`config.mk`:
```
export PLATFORM = sky130hd
export DESIGN_NAME = mem_dump_streamer_flat
export DESIGN_NICKNAME = d
export VERILOG_FILES = /design/src/rtl/dump_pkg.sv /design/src/rtl/mem_dump_streamer_if.sv /design/src/rtl/dump_byte_serializer.sv /design/src/rtl/mem_dump_streamer.sv /design/src/flat_wrapper.sv
export SDC_FILE = /design/constraint.sdc
export NUM_CORES = 1
export LEC_CHECK = 0
export ABC_AREA = 1
export CAP_MARGIN = 20
export CELL_PAD_IN_SITES_DETAIL_PLACEMENT = 0
export CELL_PAD_IN_SITES_GLOBAL_PLACEMENT = 2
export CORE_MARGIN = 5
export CORE_UTILIZATION = 31
export DETAILED_ROUTE_END_ITERATION = 7
export PLACE_DENSITY = 0.95
export SYNTH_ARGS = -nofsm -noshare
export SYNTH_HDL_FRONTEND = slang
export SYNTH_SLANG_ARGS = --single-unit
```
`constraint.sdc`:
```
create_clock -name clk -period 4 [get_ports clk]
set_clock_uncertainty 0.15 [all_clocks]
set_input_delay 0.4 -clock clk [delete_from_list [all_inputs] [get_ports clk]]
set_output_delay 0.4 -clock clk [all_outputs]
set_load 0.01 [all_outputs]
```
`src/rtl/dump_pkg.sv`:
```
// Shared types and constants for the memory dump streamer: FSM states and
// stream framing constants.
package dump_pkg;

  typedef enum logic [2:0] {
    S_IDLE,
    S_REQ,
    S_WAIT,
    S_SEND,
    S_CKSUM,
    S_FIN
  } dump_state_t;

  localparam int          BYTES_PER_WORD = 4;
  localparam int          BYTE_IDX_W     = $clog2(BYTES_PER_WORD);
  localparam logic [7:0]  CKSUM_INIT     = 8'h00;

endpackage

```
`src/rtl/mem_dump_streamer_if.sv`:
```
// Command, memory-port and byte-stream signals of the dump streamer.
// The master modport is the dump engine; the slave modport is its environment.
interface mem_dump_streamer_if #(
  parameter int ADDR_WIDTH  = 10,
  parameter int DATA_WIDTH  = 32,
  parameter int COUNT_WIDTH = 11
);
  logic                   start;
  logic [ADDR_WIDTH-1:0]  base_addr;
  logic [COUNT_WIDTH-1:0] word_count;
  logic                   busy;
  logic                   done;
  logic [ADDR_WIDTH-1:0]  mem_addr;
  logic                   mem_rd_en;
  logic [DATA_WIDTH-1:0]  mem_rdata;
  logic [7:0]             out_byte;
  logic                   out_valid;
  logic                   out_ready;

  modport master (
    input  start, base_addr, word_count, mem_rdata, out_ready,
    output busy, done, mem_addr, mem_rd_en, out_byte, out_valid
  );

  modport slave (
    output start, base_addr, word_count, mem_rdata, out_ready,
    input  busy, done, mem_addr, mem_rd_en, out_byte, out_valid
  );
endinterface

```
`src/rtl/dump_byte_serializer.sv`:
```
// Splits a captured 32-bit word into bytes, MSB first, and accumulates the
// XOR checksum of every byte that has handshaken.
module dump_byte_serializer
  import dump_pkg::*;
(
  input  logic        clk,
  input  logic        reset,
  input  logic        clear_i,
  input  logic        load_i,
  input  logic        advance_i,
  input  logic [31:0] word_i,
  output logic [7:0]  out_byte_o,
  output logic [7:0]  cksum_o,
  output logic        last_byte_o
);

  logic [31:0]           shift_q, shift_d;
  logic [BYTE_IDX_W-1:0] idx_q, idx_d;
  logic [7:0]            cksum_q, cksum_d;

  always_comb begin
    // NOTE: every combinational output gets a default first so no path leaves
    // it unassigned, which would otherwise infer a latch.
    shift_d = shift_q;
    idx_d   = idx_q;
    cksum_d = cksum_q;
    if (clear_i) begin
      cksum_d = CKSUM_INIT;
    end
    if (load_i) begin
      shift_d = word_i;
      idx_d   = '0;
    end else if (advance_i) begin
      shift_d = {shift_q[23:0], 8'h00};
      idx_d   = idx_q + 1'b1;
      cksum_d = cksum_q ^ shift_q[31:24];
    end
  end

  // NOTE: state registers use non-blocking assignments so every flop samples
  // the pre-edge values regardless of process evaluation order.
  always_ff @(posedge clk or posedge reset) begin
    if (reset) begin
      shift_q <= '0;
      idx_q   <= '0;
      cksum_q <= CKSUM_INIT;
    end else begin
      shift_q <= shift_d;
      idx_q   <= idx_d;
      cksum_q <= cksum_d;
    end
  end

  assign out_byte_o  = shift_q[31:24];
  assign cksum_o     = cksum_q;
  assign last_byte_o = (idx_q == BYTE_IDX_W'(BYTES_PER_WORD - 1));

endmodule

```
`src/rtl/mem_dump_streamer.sv`:
```
// Reads a contiguous word range from a synchronous-read memory and streams it
// as bytes (MSB first) over valid/ready, followed by one XOR checksum byte.
module mem_dump_streamer
  import dump_pkg::*;
#(
  parameter int ADDR_WIDTH  = 10,
  parameter int DATA_WIDTH  = 32,
  parameter int COUNT_WIDTH = 11
) (
  input logic                 clk,
  input logic                 reset,
  mem_dump_streamer_if.master bus
);

  dump_state_t            state_q, state_d;
  logic [ADDR_WIDTH-1:0]  addr_q, addr_d;
  logic [COUNT_WIDTH-1:0] remaining_q, remaining_d;

  logic                   ser_clear, ser_load, ser_advance, ser_last;
  logic [7:0]             ser_byte, ser_cksum;
  logic [DATA_WIDTH-1:0]  rdata;

  logic                   busy, done, rd_en, out_valid;
  logic [7:0]             out_byte;

  assign rdata = bus.mem_rdata;

  dump_byte_serializer u_serializer (
    .clk         (clk),
    .reset       (reset),
    .clear_i     (ser_clear),
    .load_i      (ser_load),
    .advance_i   (ser_advance),
    .word_i      (rdata),
    .out_byte_o  (ser_byte),
    .cksum_o     (ser_cksum),
    .last_byte_o (ser_last)
  );

  always_comb begin
    state_d     = state_q;
    addr_d      = addr_q;
    remaining_d = remaining_q;
    ser_clear   = 1'b0;
    ser_load    = 1'b0;
    ser_advance = 1'b0;
    busy        = 1'b0;
    done        = 1'b0;
    rd_en       = 1'b0;
    out_valid   = 1'b0;
    out_byte    = 8'h00;
    case (state_q)
      S_IDLE: begin
        if (bus.start) begin
          addr_d      = bus.base_addr;
          remaining_d = bus.word_count;
          ser_clear   = 1'b1;
          state_d     = (bus.word_count == '0) ? S_CKSUM : S_REQ;
        end
      end
      S_REQ: begin
        busy    = 1'b1;
        rd_en   = 1'b1;
        state_d = S_WAIT;
      end
      S_WAIT: begin
        busy     = 1'b1;
        ser_load = 1'b1;
        state_d  = S_SEND;
      end
      S_SEND: begin
        busy      = 1'b1;
        out_valid = 1'b1;
        out_byte  = ser_byte;
        if (bus.out_ready) begin
          ser_advance = 1'b1;
          if (ser_last) begin
            // Address wraps silently at the top of memory.
            addr_d      = addr_q + ADDR_WIDTH'(1);
            remaining_d = remaining_q - COUNT_WIDTH'(1);
            state_d     = (remaining_q == COUNT_WIDTH'(1)) ? S_CKSUM : S_REQ;
          end
        end
      end
      S_CKSUM: begin
        busy      = 1'b1;
        out_valid = 1'b1;
        out_byte  = ser_cksum;
        if (bus.out_ready) begin
          state_d = S_FIN;
        end
      end
      S_FIN: begin
        done    = 1'b1;
        state_d = S_IDLE;
      end
      default: state_d = S_IDLE;
    endcase
  end

  always_ff @(posedge clk or posedge reset) begin
    if (reset) begin
      state_q     <= S_IDLE;
      addr_q      <= '0;
      remaining_q <= '0;
    end else begin
      state_q     <= state_d;
      addr_q      <= addr_d;
      remaining_q <= remaining_d;
    end
  end

  assign bus.busy      = busy;
  assign bus.done      = done;
  assign bus.mem_addr  = addr_q;
  assign bus.mem_rd_en = rd_en;
  assign bus.out_valid = out_valid;
  assign bus.out_byte  = out_byte;

endmodule
```
`src/flat_wrapper.sv`:
```
// flat-port wrapper written by rule: the top's interface ports become plain ports
module mem_dump_streamer_flat import dump_pkg::*;
#(
  parameter int ADDR_WIDTH  = 10,
  parameter int DATA_WIDTH  = 32,
  parameter int COUNT_WIDTH = 11
)
  (clk, reset, bus_start, bus_base_addr, bus_word_count, bus_mem_rdata, bus_out_ready, bus_busy, bus_done, bus_mem_addr, bus_mem_rd_en, bus_out_byte, bus_out_valid);
  mem_dump_streamer_if #(.ADDR_WIDTH(ADDR_WIDTH), .DATA_WIDTH(DATA_WIDTH), .COUNT_WIDTH(COUNT_WIDTH)) bus_i ();
  input logic clk;
  input logic reset;
  input wire logic [$bits(bus_i.start)-1:0] bus_start;
  input wire logic [$bits(bus_i.base_addr)-1:0] bus_base_addr;
  input wire logic [$bits(bus_i.word_count)-1:0] bus_word_count;
  input wire logic [$bits(bus_i.mem_rdata)-1:0] bus_mem_rdata;
  input wire logic [$bits(bus_i.out_ready)-1:0] bus_out_ready;
  output wire logic [$bits(bus_i.busy)-1:0] bus_busy;
  output wire logic [$bits(bus_i.done)-1:0] bus_done;
  output wire logic [$bits(bus_i.mem_addr)-1:0] bus_mem_addr;
  output wire logic [$bits(bus_i.mem_rd_en)-1:0] bus_mem_rd_en;
  output wire logic [$bits(bus_i.out_byte)-1:0] bus_out_byte;
  output wire logic [$bits(bus_i.out_valid)-1:0] bus_out_valid;
  assign bus_i.start = bus_start;
  assign bus_i.base_addr = bus_base_addr;
  assign bus_i.word_count = bus_word_count;
  assign bus_i.mem_rdata = bus_mem_rdata;
  assign bus_i.out_ready = bus_out_ready;
  assign bus_busy = bus_i.busy;
  assign bus_done = bus_i.done;
  assign bus_mem_addr = bus_i.mem_addr;
  assign bus_mem_rd_en = bus_i.mem_rd_en;
  assign bus_out_byte = bus_i.out_byte;
  assign bus_out_valid = bus_i.out_valid;
  mem_dump_streamer #(.ADDR_WIDTH(ADDR_WIDTH), .DATA_WIDTH(DATA_WIDTH), .COUNT_WIDTH(COUNT_WIDTH)) u_core (.clk(clk), .reset(reset), .bus(bus_i));
endmodule
```
Yosys cells after proc, flatten, opt, wreduce, memory -nomap -nowiden

Index checks and enable logic that the tools add are counted.

Flip-flop bits (word level): 66
Output and inout port bits: 22
Logic and storage cells: 61

$add $sub $neg: 3
Eq/ne operators: 11
Mux-type cells: 32
Bitwise gates (word level): 1
Reduce and logical (&&, ||, !) cells: 8

Operators by type and width:

| operator              | number |
|---|---|
| $mux 32               | 2 |
| $mux 11               | 3 |
| $mux 10               | 3 |
| $mux 8                | 3 |
| $pmux 11 s2           | 1 |
| $pmux 10 s2           | 1 |
| $mux 3                | 6 |
| $pmux 8 s2            | 1 |
| $pmux 3 s5            | 1 |
| $eq 11x1->1 const B   | 1 |
| $logic_not 11->1      | 1 |
| $sub 11x1->11 const B | 1 |
| $add 10x1->10 const B | 1 |
| $mux 1                | 9 |
| $reduce_and 4->1      | 2 |
| $xor 8x8->8           | 1 |
| $eq 3x2->1 const B    | 2 |
| $eq 3x3->1 const B    | 2 |
| $ne 2x2->1 const B    | 3 |
| $mux 2                | 2 |
| $reduce_bool 2->1     | 2 |
| $reduce_or 4->1       | 1 |
| $eq 3x1->1 const B    | 1 |
| $logic_not 3->1       | 1 |
| other kinds (4)       | 4 |

Logic depth before layout (Yosys ltp)

Gate-level depths: netlist (run 1).

Depth after elaboration: 5
Mapped depth: 10

Cells and area by module

A second synthesis (run 1) with hierarchy kept.

Cell total of the unflattened synthesis: 566
Area, all modules: 3998.8 µm²

By module, submodules not included:

| module               | instances | cells each | area each (µm²) | seq. area each (µm²) |
|---|---|---|---|---|
| dump_byte_serializer | 1         | 262        | 2084.5          | 1051.0 |
| mem_dump_streamer    | 1         | 304        | 1914.3          | 600.6 |

Worst setup path before layout (run 1)

OpenSTA, ideal clock, no wires.

Kind: register to output
Start: register u_core.state_q[1]
End: output port bus_out_byte[6]
Arrival time: 1.273 ns
Setup slack: 2.177 ns
Cell stages (with the launch flop): 5
Path through: dfrtp_1 buf_2 nor3_2 inv_1 o21ai_0

Longest elaborated chain between the ends: 2
Elaborated cells on any way between the ends: 3
Classes of those cells: eq/ne (2); mux (1)

RTL lines:

| item                                     | RTL line                 | RTL |
|---|---|---|
| start, declared                          | mem_dump_streamer.sv:15  | `dump_state_t state_q, state_d;` |
| start signal, assigned                   | mem_dump_streamer.sv:107 | `state_q <= state_d;` |
| $eq 3x3->1 or $eq 3x2->1 (tied branches) | mem_dump_streamer.sv:52  | `case (state_q)` |
| $pmux 8 s2 *                             | mem_dump_streamer.sv:52  |  |
| end, declared                            | flat_wrapper.sv:21       | `output wire logic [$bits(bus_i.out_byte)-1:0] bus_out_byte;` |

Every way passes the cells marked *; elsewhere a longest branch is shown, timed or not.

Final worst setup path (run 1)

Start: register u_core.state_q[2]
End: output port bus_out_byte[2]

The elaborated chain is that of the path after synthesis.

==> run metrics, run 1 <==
syn_area_per_cell 7.26 um2; later-pin clock latency in the skew report ~0.33 ns; Detailed Route WL ~9800 um; min setup slack post-route slightly above 0.6 ns; Placement Setup Slack 0.918 ns; Core Rows 40; worst r2r src u_core.state_q[2]; core box area about 12000 um2; actual slew at the worst max-slew pin approximately 0.76 ns; r2r setup slk 1.20 ns; setup_tns 0 ns; leakage about 2.2 nW; status completed; Reg clk slew, reported paths around 0.06 ns; Num CTS Buffers 9; Yosys warnings 0; hold buffer count at cts 0; via count of the first global-routing pass 3475; Critical Path End bus_out_byte[2]; Antenna Violating Nets Remaining 0; post-cts sizing count 0; GR peak layer met2; routed via count ~3500; Die ar. between 10000 and 15000 um2; H-tree depth 3; number of setup violations in the final report 0; Ports 79; port buffer count between 70 and 80; pwr/cell area roughly 800 nW/um2; Seq/Total Area, Yosys between 40 and 50%; Setup Fix Bufs, Post-CTS 0; CP Data Arrival Time 2.84 ns; GR Util met3 4.24%; top cell type's share of synthesized area 44.3%; P&R area growth vs syn 30.5%; max_cap viols 0; syn nets 575; hold path depth 2; Crit. End Element primary output; GPL Wtd Cong approximately 0.77; HPWL Detailed approximately 7000 um; Overflow after GRT 0; WS Path Type flop to primary output; fin crit period about 3.4 ns; Layout Nets about 640; CP required around 3.5 ns; post-layout util 40.9%; First-pass DRT Iterations 4; Antenna diodes 0; Die Ht approximately 120 um; FMAX 0.295 GHz; worst vdd rail ir drop 0.278 mV; Initial DRC Count around 170; Reg2Reg Depth 8; leading area contributor after synthesis dfrtp_1; RSZ-0062 raised after global routing no; largest net degree at the start of global routing 45; Max Root-Sink Buffers 2; via/cell ratio approximately 4.8; met1 global-route usage between 10% and 20%; Mapped Area between 3000 and 4000 um2; crit path launch u_core.state_q[2]; Final Hold Fails 0; global-route met2 utilization a little under a quarter; synthesized flop and latch total 66; Area contributors post-synth dfrtp_1, nand2_1, nor2_1; Netlist cell types 33; Overall Global Routing Usage between 10% and 20%; CTS tree done; drt wl/cell between 10 and 15 um; Starting Density a little under a third; CTS Sinks between 60 and 70; cell count after synthesis between 500 and 600; max-slew violations 0; Slew headroom 49.2%; worst min path class flop to flop; antenna violations before repair 0; R2R Path End u_core.remaining_q[4]; Crit Path Max Fanout 44; Root Buffer clkbuf_16; global-route wire length before repair 16800 um; ratio of cells with drive above 1 in the final layout 6.12%; Worst setup SP type flop; die width about 120 um; DRC errors left 0; Final period util between 80 and 90%
[routing by layer]
layer,share of wire (%),vias up
met5,0,-
met4,0.68,0
met3,5.5,7
met2,46,89
met1,48,1599
li1,-,1798
[where the power goes]
part / internal, mW / total, mW / switching [mW]
combinational: 0.763 / 1.93 / 1.16
sequential: 1.00 / 1.26 / 0.260
clock: 0.481 / 0.781 / 0.301
total: 2.25 / 3.97 / 1.72
[flip-flops by register name, summed over array words and instances, names as in the netlist]
name                         cells
u_core.remaining_q              11
u_core.u_serializer.cksum_o      8
u_core.state_q                   3
u_core.u_serializer.shift_q     32
u_core.u_serializer.idx_q        2
u_core.bus.mem_addr             10
[worst min-delay path by stage]
stage,startpoint,end,slack (ns)
after CTS,u_core.remaining_q[9],u_core.remaining_q[9],0.34
after global placement,u_core.remaining_q[9],u_core.remaining_q[9],0.31
after detailed placement,u_core.remaining_q[9],u_core.remaining_q[9],0.32
after floorplan,u_core.remaining_q[9],u_core.remaining_q[9],0.29
after global routing,u_core.u_serializer.shift_q[14],u_core.u_serializer.shift_q[14],0.35
final,u_core.remaining_q[9],u_core.remaining_q[9],0.34
[cells in the mapped netlist]
cell type / number
nand3_1: 46
or2_2: 2
o21a_1: 5
a21oi_1: 6
nor2_1: 80
ha_1: 4
inv_1: 33
nand3_4: 1
nand3_2: 1
nand2_1: 153
a22o_1: 1
buf_4: 4
nand3b_1: 2
nand4_1: 6
inv_4: 1
xnor2_1: 2
a31oi_2: 1
nand2_2: 4
nor3_1: 21
buf_2: 11
nand2_4: 1
a31oi_1: 8
nor2_8: 1
buf_6: 4
o21ai_1: 11
buf_1: 2
inv_2: 3
o21ai_0: 29
dfrtp_1: 66
xor2_1: 1
clkbuf_1: 2
nor3_2: 1
o21bai_1: 1
[final cells by class]
| cell class | count | area [um2] |
|---|---|---|
| multi-input cells | 388 | 1790 |
| inverters | 37 | 141 |
| fillers | 1253 | 7040 |
| clock inverters | 7 | 70.1 |
| flip-flops and latches | 66 | 1650 |
| clock buffers | 9 | 225 |
| repair buffers | 81 | 803 |
| well taps | 147 | 184 |
[layout by cell type (no fill, tap or decap), types with 3 or more instances in the layout]
master	count
nand2_1	153
nor2_1	80
clkdlybuf4s50_1	78
dfrtp_1	66
nand3_1	46
inv_1	32
o21ai_0	29
nor3_1	21
o21ai_1	11
clkbuf_16	9
a31oi_1	8
nand4_1	6
a21oi_1	6
o21a_1	5
inv_2	4
nand2_2	4
ha_1	4
clkinv_2	3
buf_4	3
[cell families after synthesis]
group	after synthesis	share of synthesized area (%)
AOI/OAI and AO/OA	62	9.29
DFF	66	44.3
buffers and inverters	60	7.68
and+or+nand+nor	319	36.7
adders and majority gates	4	1.34
xor gates and xnor gates	3	0.705
[metrics by stage]
stage                     hold WS [ns]  instances  total power [mW]  area (um2)
after floorplan                  0.292        514              2.69        3730
after global placement           0.314        719              3.16        4570
after detailed placement         0.320        719              3.23        4570
after CTS                        0.338        735              4.03        4870
after global routing             0.349        735              4.37        4870
final                            0.335        735              3.97        4870
[worst max-delay path, cell delays in order (launching register included)]
cell and delay [ns]:
dfrtp_1 0.39, inv_1 0.13, nand3_2 0.42, inv_2 0.76
a22o_1 0.27, clkdlybuf4s50_1 0.54
Power figures use the tool's default switching activity.
==> run 2, diff against run 1 <==
--- a/config.mk
+++ b/config.mk
@@ -10,9 +10,9 @@
 export CELL_PAD_IN_SITES_DETAIL_PLACEMENT = 0
 export CELL_PAD_IN_SITES_GLOBAL_PLACEMENT = 2
 export CORE_MARGIN = 5
-export CORE_UTILIZATION = 31
+export CORE_UTILIZATION = 26
 export DETAILED_ROUTE_END_ITERATION = 7
-export PLACE_DENSITY = 0.95
+export PLACE_DENSITY = 0.86
 export SYNTH_ARGS = -nofsm -noshare
 export SYNTH_HDL_FRONTEND = slang
 export SYNTH_SLANG_ARGS = --single-unit
==> constraint.sdc (replaced) <==
create_clock -name clk -period 2.86 [get_ports clk]
set_clock_uncertainty 0.15 [all_clocks]
set_input_delay 0.286 -clock clk [delete_from_list [all_inputs] [get_ports clk]]
set_output_delay 0.286 -clock clk [all_outputs]
set_load 0.01 [all_outputs]
==> run metrics, run 2 (synthesized netlist as in run 1, its figures left out) <==
routed via count 3538 (+1.3%); FMAX between 0.3 and 0.4 GHz; Logic pwr share 48.0% (-0.5 points); CP required 2.42 ns (-1.03 ns); Root Buffer clkbuf_16; max-slew violations 0 (unchanged); Final Hold Fails 0 (unchanged); Clk pwr share 21.1% (+1.4 points); status completed; global-route wire length before repair 17100 um (+1.8%); Overall Global Routing Usage 12.6% (-1.6 points); ratio of cells with drive above 1 in the final layout 6.60% (+0.48 points); core box area 14000 um2 (+17%); Crit Path Max Fanout 9 (-80%); via/cell ratio 4.59 (-3.4%); Antenna Violating Nets Remaining 0 (unchanged); min setup slack post-route 0.336 ns (-0.272 ns); Final period util about nine tenths; Max Root-Sink Buffers 2 (unchanged); post-cts sizing count 0 (unchanged); port buffer count 78 (unchanged); CTS Sinks 66 (unchanged); Overflow after GRT 0 (unchanged); Antenna diodes 0 (unchanged); Starting Density 26.7% (-4.6 points); Slew headroom 72.4% (+23 points); CTS tree done; P&R area growth vs syn 33.4%; Layout Cells excl Fill 771 (+4.9%); HPWL Detailed 7340 um (+5.5%); H-tree depth 3 (unchanged); number of setup violations in the final report 0 (unchanged); later-pin clock latency in the skew report 0.34 ns (about the same); RSZ-0062 raised after global routing no; switching pwr 2.45 mW (+42%); Die Ht 130 um (+8.4%); GPL Wtd Cong 0.761 (-1.8%); Detailed Route WL 10100 um (+3.7%); Worst setup SP type flop; commonest non-fill, non-tap cell in the layout nand2_1; switching share of power 42.9% (-0.54 points); WS Path Type flop to primary output; placed insts 755 (+5.0%); Ports 79 (unchanged); number of flip-flops in the largest register 32 (unchanged); Reg clk slew, reported paths 0.06 ns (about the same); Sequential Power Share 30.8% (-1.0 points); Die ar. 16800 um2 (+18%); Core Rows 43 (+7.5%); worst vdd rail ir drop 0.348 mV (+25%); leakage 2.24 nW (+1.2%); Largest Register u_core.u_serializer.shift_q; setup_tns 0 ns (unchanged); CP Data Arrival Time 2.09 ns (-0.75 ns); Layout Nets 647 (+0.47%); actual slew at the worst max-slew pin 0.410 ns (-0.351 ns); hold buffer count at cts 0 (unchanged); worst min path class primary input to async pin; drt wl/cell 13.2 um (-1.2%); Num CTS Buffers 9 (unchanged); pwr/cell area 1150 nW/um2 (+41%); Internal 3.26 mW (+45%); die width 130 um (+8.4%); fin crit period about 2.5 ns; First-pass DRT Iterations 4 (unchanged); Setup Fix Bufs, Post-CTS 0 (unchanged); via count of the first global-routing pass 3571 (+2.8%); antenna violations before repair 0 (unchanged); Crit. End Element primary output; Placement Setup Slack 0.411 ns (-0.507 ns); largest net degree at the start of global routing 67 (+49%); DRC errors left 0 (unchanged); Initial DRC Count 182 (+9.6%); max_cap viols 0 (unchanged); most frequent cells in the layout nand2_1, nor2_1, clkdlybuf4s50_1
## run 2: changes by cell type in the layout (fill, tap and decap cells not counted), sizes merged
cell / delta
buf: +3
clkinv: -3
bufinv: +1
clkinvlp: +1
inv: +1
## run 2: worst max-delay path, cell delays in order (launching register included)
cell and delay (ns):
dfrtp_1 0.39, inv_1 0.12, nand3_2 0.20, o21ai_0 0.42, clkdlybuf4s50_1 0.63
## run 2: metrics by stage
step	util, %	hold slack (ns)	power (mW)	instance area, um2
5_1_grt	35.6	0.221	6.27	4970
4_1_cts	35.6	0.206	5.81	4970
6_report	35.6	0.181	5.72	4970
2_1_floorplan	-	0.253	3.76	3730
3_3_place_gp	33.2	0.326	4.50	4650
3_5_place_dp	33.2	0.330	4.57	4650
## run 2: area by class of cell
cell class,count,area (um2)
Sequential cell,66,1650
Fill cell,1519,9010
Clock inverter,7,101
Inverter,37,141
Multi-Input combinational cell,388,1790
Clock buffer,9,225
Tap cell,180,225
Timing Repair Buffer,84,838
## run 2: power by group through the flow
stage	logic, mW	registers (mW)	clock network, mW
after floorplan	2.06	1.70	0
after global placement	2.74	1.76	0
after global routing	3.17	1.83	1.27
final	2.75	1.76	1.21
after detailed placement	2.79	1.78	0
after CTS	2.80	1.77	1.24
## run 2: per-layer routing
layer	share of wire [%]	up-vias	wire (um)	track usage [%]
met5	0	-	0	0
li1	-	1807	-	-
met4	1.1	0	113	3.30
met3	5.4	9	548	3.40
met1	48	1639	4910	16.8
met2	45	83	4570	20.4
## run 2: path summary, 6_finish.rpt
check / start / end / slack [ns] / cells after the start
worst max-delay path: u_core.state_q[2] / bus_out_byte[5] / 0.34 / 4
worst min-delay path: reset / u_core.u_serializer.shift_q[12] / 0.18 / 3
worst max register to register: u_core.state_q[2] / u_core.bus.mem_addr[4] / 0.52 / 9
max in group asynchronous: reset / u_core.bus.mem_addr[3] / 2.06 / 3
min in group clk: u_core.u_serializer.shift_q[14] / u_core.u_serializer.shift_q[14] / 0.34 / 1
worst min register to register: u_core.u_serializer.shift_q[14] / u_core.u_serializer.shift_q[14] / 0.34 / 1
==> run 3, diff against run 2 <==
--- a/config.mk
+++ b/config.mk
@@ -10,9 +10,9 @@
 export CELL_PAD_IN_SITES_DETAIL_PLACEMENT = 0
 export CELL_PAD_IN_SITES_GLOBAL_PLACEMENT = 2
 export CORE_MARGIN = 5
-export CORE_UTILIZATION = 26
+export CORE_UTILIZATION = 28
 export DETAILED_ROUTE_END_ITERATION = 7
-export PLACE_DENSITY = 0.86
+export PLACE_DENSITY = 0.88
 export SYNTH_ARGS = -nofsm -noshare
 export SYNTH_HDL_FRONTEND = slang
 export SYNTH_SLANG_ARGS = --single-unit
==> constraint.sdc (replaced) <==
create_clock -name clk -period 2.4 [get_ports clk]
set_clock_uncertainty 0.15 [all_clocks]
set_input_delay 0.24 -clock clk [delete_from_list [all_inputs] [get_ports clk]]
set_output_delay 0.24 -clock clk [all_outputs]
set_load 0.01 [all_outputs]
==> run metrics, run 3 (synthesized netlist as in run 1, its figures left out) <==
setup_tns 0 ns (unchanged); Root Buffer clkbuf_16; status completed; Detailed Route WL 9850 um (-2.9%); ratio of cells with drive above 1 in the final layout 6.91% (+0.32 points); core box area 13100 um2 (-6.1%); max-slew violations 0 (unchanged); Antenna Violating Nets Remaining 0 (unchanged); CTS tree done; Die ar. 15700 um2 (-6.6%); most frequent cells in the layout nand2_1, nor2_1, clkdlybuf4s50_1; global-route wire length before repair 17200 um (+0.29%); GPL Wtd Cong 0.739 (-3.0%); FMAX 0.435 GHz; placed insts 753 (-0.26%); Overflow after GRT 0 (unchanged); DRC errors left 0 (unchanged); Num CTS Buffers 9 (unchanged); Largest Register u_core.u_serializer.shift_q; Crit-path slowest cell clkdlybuf4s50_1; number of setup violations in the final report 0 (unchanged); RSZ-0062 raised after global routing no; area of the multi-input gates 1790 um2 (unchanged); Antenna diodes 0 (unchanged); antenna violations before repair 0 (unchanged); die width 125 um (-3.4%); P&R area growth vs syn 33.2%; Starting Density 28.4% (+1.7 points); drt wl/cell 12.8 um (-2.7%); leakage 2.27 nW (+1.1%); register area 1650 um2 (unchanged); Setup Fix Bufs, Post-CTS 0 (unchanged); CTS Sinks 66 (unchanged); Slew headroom 75.5% (+3.1 points); CP Cell Sequence nor3_2 > buf_4 > a22o_1 > clkdlybuf4s50_1; Crit Path Max Fanout 8 (-1); CP required 2.01 ns (-0.41 ns); worst min path class primary input to async pin; Overall Power 6.71 mW (+17%); Core Rows 42 (-2.3%); First-pass DRT Iterations 4 (unchanged); post-layout util 37.8% (+2.2 points); via count of the first global-routing pass 3534 (-1.0%); HPWL Detailed 7050 um (-3.9%); CP Data Arrival Time 1.91 ns (-0.18 ns); Max Root-Sink Buffers 2 (unchanged); critical path buffer and inverter count 2 (unchanged); Overall Global Routing Usage 13.2% (+0.57 points); actual slew at the worst max-slew pin 0.368 ns (-0.0427 ns); pwr/cell area 1350 nW/um2 (+18%); Initial DRC Count 198 (+8.8%); fill count 1414 (-6.9%); Final Hold Fails 0 (unchanged); Ports 79 (unchanged); max_cap viols 0 (unchanged); Layout Nets 649 (+0.31%); critical path's largest stage delay 0.54 ns (-0.09 ns); WS Path Type flop to primary output; Placement Setup Slack 0.215 ns (-0.196 ns); Layout Cells excl Fill 769 (-0.26%); Crit. End Element primary output; CP top delay family buffers and inverters; Worst setup SP type flop; fin crit period ~2.3 ns; min setup slack post-route 0.102 ns (-0.233 ns); routed via count 3474 (-1.8%); port buffer count 78 (unchanged); Final period util between 90% and 100%; via/cell ratio 4.52 (-1.6%); largest net degree at the start of global routing 67 (unchanged); commonest non-fill, non-tap cell in the layout nand2_1; H-tree depth 3 (unchanged); worst vdd rail ir drop 0.382 mV (+9.8%); later-pin clock latency in the skew report 0.33 ns (about the same); Die Ht 125 um (-3.4%); number of flip-flops in the largest register 32 (unchanged); Reg clk slew, reported paths 0.05 ns (about the same)
==> run 3: routing by layer <==
metal	share of wire, %	vias to the layer above	GRT usage [%]
met5	0	-	0
met4	0.92	0	2.74
met3	6.1	9	4.39
met2	47	87	21.8
met1	46	1571	16.9
li1	-	1807	-
==> run 3: report_power, final <==
group	leakage [nW]	internal, mW	switching (mW)
registers	0.787	1.67	0.427
clock network	0.152	0.833	0.496
logic	1.33	1.32	1.97
total	2.27	3.82	2.89
==> run 3: worst reg2reg max path: stages, from the launching register on <==
cell,delay [ns]
dfrtp_1,0.39
inv_1,0.12
nand3_2,0.09
buf_4,0.23
nor2_8,0.15
inv_2,0.18
nand2_4,0.32
o21ai_0,0.16
o21a_1,0.12
==> run 3: path summary, 6_finish.rpt <==
check | startpoint | end | slack, ns | depth (start not counted)
max reg2reg | u_core.state_q[2] | u_core.u_serializer.shift_q[8] | 0.38 | 8
max | u_core.state_q[0] | bus_out_byte[2] | 0.10 | 4
max in group asynchronous | reset | u_core.u_serializer.cksum_o[4] | 1.66 | 3
min reg2reg | u_core.u_serializer.shift_q[8] | u_core.u_serializer.shift_q[8] | 0.34 | 1
min in group clk | bus_mem_rdata[5] | u_core.u_serializer.shift_q[5] | 0.30 | 3
min | reset | u_core.u_serializer.shift_q[12] | 0.16 | 3
==> run 3: metrics by stage <==
stage / cell area (um2) / hold slack [ns]
4_1_cts: 4960 / 0.165
5_1_grt: 4970 / 0.205
3_3_place_gp: 4660 / 0.315
6_report: 4970 / 0.155
2_1_floorplan: 3730 / 0.207
3_5_place_dp: 4660 / 0.326
==> run 3: layout make-up <==
cell class | count | area share [%]
multi-input combinational | 388 | 36.1
sequential | 66 | 33.2
timing repair buffer | 86 | 17.2
clock buffer | 10 | 4.81
tap | 176 | 4.43
inverter | 37 | 2.87
clock inverter | 6 | 1.34
==> run 3: timing repair <==
| item | CTS | global route |
|---|---|---|
| endpoints found under the setup margin | 1 | 4 |
| hold buffers | 0 | 0 |
| resized for setup | 1 | 2 |
| endpoints found under the hold margin | 0 | 0 |
